File: src/rtl/alu_cmd_scheduler.sv
// alu_cmd_scheduler: buffers ALU commands, issues one per cycle to a 1-cycle
// registered ALU, and returns tagged results through a credit-protected
// response queue so captures can never be dropped.
module alu_cmd_scheduler #(
   parameter int DEPTH     = 4,
   parameter int RSP_DEPTH = 3,
   parameter int TAG_W     = 4
) (
   input  logic                     clk_i,
   input  logic                     rst_ni,
   input  logic                     cmd_valid_i,
   output logic                     cmd_ready_o,
   input  logic [3:0]               cmd_a_i,
   input  logic [3:0]               cmd_b_i,
   input  logic [2:0]               cmd_sel_i,
   input  logic [TAG_W-1:0]         cmd_tag_i,
   output logic [3:0]               alu_a_o,
   output logic [3:0]               alu_b_o,
   output logic [2:0]               alu_sel_o,
   input  logic [4:0]               alu_result_i,
   output logic                     rsp_valid_o,
   input  logic                     rsp_ready_i,
   output logic [4:0]               rsp_result_o,
   output logic [TAG_W-1:0]         rsp_tag_o,
   output logic                     rsp_dz_o,
   output logic [$clog2(DEPTH):0]   fifo_level_o
);

   localparam int PW    = $clog2(DEPTH);
   localparam int CMD_W = 11 + TAG_W;
   localparam int RSP_W = 6 + TAG_W;
   localparam int RPW   = (RSP_DEPTH > 1) ? $clog2(RSP_DEPTH) : 1;
   localparam int RCW   = $clog2(RSP_DEPTH + 1);
   localparam int CRW   = $clog2(RSP_DEPTH + 3);

   // command FIFO state
   logic [CMD_W-1:0] cmd_mem_q [DEPTH];
   logic [PW-1:0]    wr_ptr_q, rd_ptr_q;
   logic [PW:0]      cnt_q, cnt_d;
   logic             cmd_ready_q;
   logic [CMD_W-1:0] head;

   // pipeline tracking the ALU latency
   logic             s1_v_q, s2_v_q;
   logic [TAG_W-1:0] s1_tag_q, s2_tag_q;
   logic             s1_dz_q, s2_dz_q;
   logic [3:0]       alu_a_q, alu_b_q;
   logic [2:0]       alu_sel_q;

   // response queue state
   logic [RSP_W-1:0] rsp_mem_q [RSP_DEPTH];
   logic [RPW-1:0]   rwr_q, rrd_q;
   logic [RCW-1:0]   rcnt_q;
   logic [RSP_W-1:0] rsp_head;

   logic             push, issue, rsp_pop, credit_ok, head_dz;
   logic [CRW-1:0]   credit_use;

   function automatic logic [RPW-1:0] rinc(input logic [RPW-1:0] p);
      return (p == RPW'(RSP_DEPTH - 1)) ? '0 : p + RPW'(1);
   endfunction

   assign push    = cmd_valid_i & cmd_ready_q;
   assign rsp_pop = rsp_valid_o & rsp_ready_i;
   assign head    = cmd_mem_q[rd_ptr_q];
   assign head_dz = (head[TAG_W+2:TAG_W+1] == 2'b11) && (head[TAG_W+6:TAG_W+3] == 4'd0);

   // Everything already committed to a response slot, net of this cycle's pop.
   assign credit_use = CRW'(s1_v_q) + CRW'(s2_v_q) + CRW'(rcnt_q) - CRW'(rsp_pop);
   assign credit_ok  = credit_use < CRW'(RSP_DEPTH);
   assign issue      = (cnt_q != '0) & credit_ok;
   assign cnt_d      = cnt_q + (PW+1)'(push) - (PW+1)'(issue);

   // command storage; no reset needed, reads are guarded by the count
   always_ff @(posedge clk_i) begin
      if (push) cmd_mem_q[wr_ptr_q] <= {cmd_a_i, cmd_b_i, cmd_sel_i, cmd_tag_i};
   end

   // FIFO pointers, occupancy and registered ready
   always_ff @(posedge clk_i or negedge rst_ni) begin
      if (!rst_ni) begin
         wr_ptr_q    <= '0;
         rd_ptr_q    <= '0;
         cnt_q       <= '0;
         cmd_ready_q <= 1'b0;
      end else begin
         if (push)  wr_ptr_q <= wr_ptr_q + PW'(1);
         if (issue) rd_ptr_q <= rd_ptr_q + PW'(1);
         cnt_q       <= cnt_d;
         cmd_ready_q <= cnt_d < (PW+1)'(DEPTH);
      end
   end

   // issue stage S1 drives the ALU; S2 waits out the ALU register
   always_ff @(posedge clk_i or negedge rst_ni) begin
      if (!rst_ni) begin
         alu_a_q   <= '0;
         alu_b_q   <= '0;
         alu_sel_q <= '0;
         s1_v_q    <= 1'b0;
         s1_tag_q  <= '0;
         s1_dz_q   <= 1'b0;
         s2_v_q    <= 1'b0;
         s2_tag_q  <= '0;
         s2_dz_q   <= 1'b0;
      end else begin
         if (issue) begin
            alu_a_q   <= head[TAG_W+10:TAG_W+7];
            alu_b_q   <= head[TAG_W+6:TAG_W+3];
            alu_sel_q <= head[TAG_W+2:TAG_W];
            s1_tag_q  <= head[TAG_W-1:0];
            s1_dz_q   <= head_dz;
         end
         s1_v_q   <= issue;
         s2_v_q   <= s1_v_q;
         s2_tag_q <= s1_tag_q;
         s2_dz_q  <= s1_dz_q;
      end
   end

   // response storage; divide-by-zero results are forced to zero at capture
   always_ff @(posedge clk_i) begin
      if (s2_v_q) rsp_mem_q[rwr_q] <= {(s2_dz_q ? 5'd0 : alu_result_i), s2_tag_q, s2_dz_q};
   end

   // response queue pointers and occupancy
   always_ff @(posedge clk_i or negedge rst_ni) begin
      if (!rst_ni) begin
         rwr_q  <= '0;
         rrd_q  <= '0;
         rcnt_q <= '0;
      end else begin
         if (s2_v_q)  rwr_q <= rinc(rwr_q);
         if (rsp_pop) rrd_q <= rinc(rrd_q);
         rcnt_q <= rcnt_q + RCW'(s2_v_q) - RCW'(rsp_pop);
      end
   end

   assign rsp_head     = rsp_mem_q[rrd_q];
   assign rsp_valid_o  = (rcnt_q != '0);
   assign rsp_result_o = rsp_valid_o ? rsp_head[RSP_W-1:TAG_W+1] : 5'd0;
   assign rsp_tag_o    = rsp_valid_o ? rsp_head[TAG_W:1] : '0;
   assign rsp_dz_o     = rsp_valid_o & rsp_head[0];

   assign cmd_ready_o  = cmd_ready_q;
   assign alu_a_o      = alu_a_q;
   assign alu_b_o      = alu_b_q;
   assign alu_sel_o    = alu_sel_q;
   assign fifo_level_o = cnt_q;

endmodule

File: config.mk
export PLATFORM = sky130hd
export DESIGN_NAME = alu_cmd_scheduler
export DESIGN_NICKNAME = d
export VERILOG_FILES = /design/src/rtl/alu_cmd_scheduler.sv
export SDC_FILE = /design/constraint.sdc
export NUM_CORES = 1
export LEC_CHECK = 0
export BUFFER_PORTS_ARGS = -buffer_cell sky130_fd_sc_hd__buf_2
export CORE_MARGIN = 4
export CORE_UTILIZATION = 55
export DETAILED_ROUTE_END_ITERATION = 7
export PLACE_DENSITY = 0.75
export SETUP_SLACK_MARGIN = 0.15
export SLEW_MARGIN = 40
export SYNTH_ARGS = -nofsm -noshare
export SYNTH_HDL_FRONTEND = slang
export SYNTH_SLANG_ARGS = --single-unit
File: constraint.sdc
create_clock -name clk_i -period 5.5 [get_ports clk_i]
set_input_delay 1.375 -clock clk_i [delete_from_list [all_inputs] [get_ports clk_i]]
set_output_delay 1.375 -clock clk_i [all_outputs]
set_load 0.02 [all_outputs]
==> out/results.ini <==
[outcome]
status = finished clean

[critical_path]
end_kind = flip-flop
r2r_end = fifo_level_o[2]$_DFF_PN0_
cp.arrival_ps = 5040
crit_path_max_fanout = 17
rr_worst_depth = 17
path_class = in -> reg
required_ps = 5890
start_kind = primary input
reg2reg_from = rcnt_q[1]$_DFF_PN0_
reg2reg_slack_ps = 1120
crit_start = rsp_ready_i
critPathCapture = fifo_level_o[2]$_DFF_PN0_

[drt]
drcViolationCount = 0
initialDrtViolationCount = 57
wl_per_cell_um = 17.82
finalWirelength_um = 7894
vias = 2374
first_pass_iters = 4
via_per_inst = 5.359
postRouteAntennaNets = 0

[cells_and_area]
syn_to_final_growth_pct = 18.62
postLayoutCoreUtil_pct = 67.48
drive_gt1_share_pct = 38.51
antenna_cells = 0
final_nets = 358

[synth]
synth_top_area_cell = edfxtp_1
ys_warn_count = 0
synth.top_cell.area_share_pct = 54.22
muxShareOfSynthArea_pct = 15.34
ys_ff_latch = 127
synth_top_family_by_area = multiplexers
post_synth.cell_area_avg_um2 = 19.03
ys_seq_area_share_pct = 72.79
postSynthCellCount = 262
yosysUniqueCellTypes = 31
yosys-top-cells-area = edfxtp_1, dfrtp_1, mux4_2
synth_nets = 298
yosys.area_share.simple_pct = 3.715
synth-xor-area-share_pct = 1.406
synthAdderAreaFrac_pct = 3.464
synthesis.area_um2 = 4985
synth_compound_area_share_pct = 0.8534

[floorplanning]
die_height_um = 103.2
dieArea_um2 = 10650
pin_count = 50
rows = 34
die_x_um = 103.2
start_util_pct = 56.88
core-area_um2 = 8763

[global_route]
grt_first_pass_wirelength_um = 12620
grt-ovfl-total = 0
grt_pass1_vias = 2481
grt_max_degree = 38
antenna_found_initial = 0
grt_usage_pct = 16.61

[clocking]
ctsHoldBuffers = 0
clk_pin_slew_ps = 60
cts_resized = 0
cts_tree = yes
cts_buffer_depth = 2
cts_sinks = 127
cts_setup_buffers = 0
root_buffer = clkbuf_8
insertion_delay_ps = 510
cts_max_level = 4
cts_made_buffers = 17

[sta]
relSlewSlack_pct = 46.51
timing.final.crit_share_pct = 84.45
fmax_ghz = 0.2153
rsz0062_at_grt = false
tightest_slew_ps = 802.3
setup_violations = 0
hold_violations = 0
fin_tns_setup_ps = 0
skew_ps = 9.994
period_needed_ps = 4645
slew_viol_final = 0

[pwr]
p_leak_uw = 0.002313
ir_drop_mv = 0.2758
powerDensity_nw_per_um2 = 673.4

[place]
hpwlAfterDp_um = 4839
place.gp.congestion = 0.6796
io_buffers = 49

[worst_hold_path]
hp-class = reg -> reg
holdCritStartpoint = s1_v_q$_DFF_PN0_

[run]
drv_cap = 0

[worst min path at each step]
| stage | endpoint | slack, ps | cells after the start |
|---|---|---|---|
| finish | s2_v_q$_DFF_PN0_ | 370 | 0 |
| global placement | s2_tag_q[3]$_DFF_PN0_ | 360 | 0 |
| global route | s2_dz_q$_DFF_PN0_ | 390 | 0 |
| floorplan | s2_tag_q[3]$_DFF_PN0_ | 350 | 0 |
| detailed placement | s2_tag_q[3]$_DFF_PN0_ | 360 | 0 |
| CTS | s2_v_q$_DFF_PN0_ | 370 | 0 |
[metal layers]
metal | track usage, % | share of wire, % | up-vias
li1 | - | - | 1106
met5 | 0 | 0 | -
met2 | 28.56 | 52 | 53
met3 | 4.494 | 5.0 | 11
met1 | 19.36 | 42 | 1204
met4 | 8.068 | 1.6 | 0
[logic make-up after synthesis]
group | count (synthesis)
flops | 127
mux | 51
simple gates | 34
buf+inv | 24
fa+ha+maj | 12
xor+xnor | 8
compound gates | 6
[report_power, final]
part           leakage, µW  total, µW  internal (µW)  switching (µW)
Clock             0.000273       1060            659             397
Combinational     0.000776       1370            694             677
Sequential         0.00126       1560           1330             221
Total              0.00231       3980           2690            1290
[metrics by stage]
stage / cell area, µm² / std cells / hold slack (ps) / setup WS, ps / power, µW
4_1_cts: 5901 / 443 / 374.2 / 874.8 / 4027
3_5_place_dp: 5329 / 411 / 359.3 / 311.0 / 2950
6_report: 5913 / 443 / 374.1 / 855.1 / 3982
2_1_floorplan: 4985 / 262 / 350.1 / 620.4 / 2665
5_1_grt: 5913 / 443 / 387.0 / 640.1 / 4207
3_3_place_gp: 5319 / 411 / 361.5 / 422.2 / 2888
[cells in the final DEF (no fill, tap or decap), types with 3 or more instances in the layout]
cell	instances
mux2_2	17
inv_1	15
nor2_1	11
edfxtp_1	90
fa_1	3
mux4_2	15
buf_2	48
clkinv_4	5
a21o_1	3
xnor2_1	6
and3_2	3
ha_1	9
mux2_4	9
clkbuf_16	16
dfrtp_1	36
mux2i_1	10
nor2b_1	5
nand2_1	3
[state kept, by name, indices dropped and copies added (netlist names), 3 cells and up]
signal / flops
alu_sel_o: 3
alu_a_o: 4
fifo_level_o: 3
cmd_mem_q: 60
s1_tag_q: 4
alu_b_o: 4
s2_tag_q: 4
rsp_mem_q: 30
[layout make-up]
type                            count  area [µm²]
Timing Repair Buffer               49       247.7
Sequential cell                   127        3630
Inverter                           16       65.06
Clock buffer                       20       435.4
Clock inverter                     12       136.4
Fill cell                         573        2850
Multi-Input combinational cell    111        1264
Tap cell                          108       135.1
[worst max-delay path: stages]
cell and delay [ps]:
buf_2 90, o21ai_0 180, inv_1 140, ha_1 310, fa_1 360, inv_1 70, fa_1 390, and2b_2 220
or3_4 420, clkinv_4 190, ha_1 260, inv_1 50, ha_1 130, inv_1 50, fa_1 370, xnor2_1 180
xor2_1 190, inv_1 50
[synth_stat cells (all sizes together)]
library cell   n
and3           4
a32o           1
or3            1
inv           15
dfrtp         37
nand2          3
mux4          15
nor4b          2
nor2          12
xnor2          6
fa             3
mux2i         10
clkinv         1
clkbuf         1
mux2          26
nand2b         1
nor2b          5
ha             9
nor4           1
buf            7
nor3           3
nor3b          1
o21ai          2
a21o           3
edfxtp        90
and2b          1
xor2           2
(Power assumes the default switching activity.)
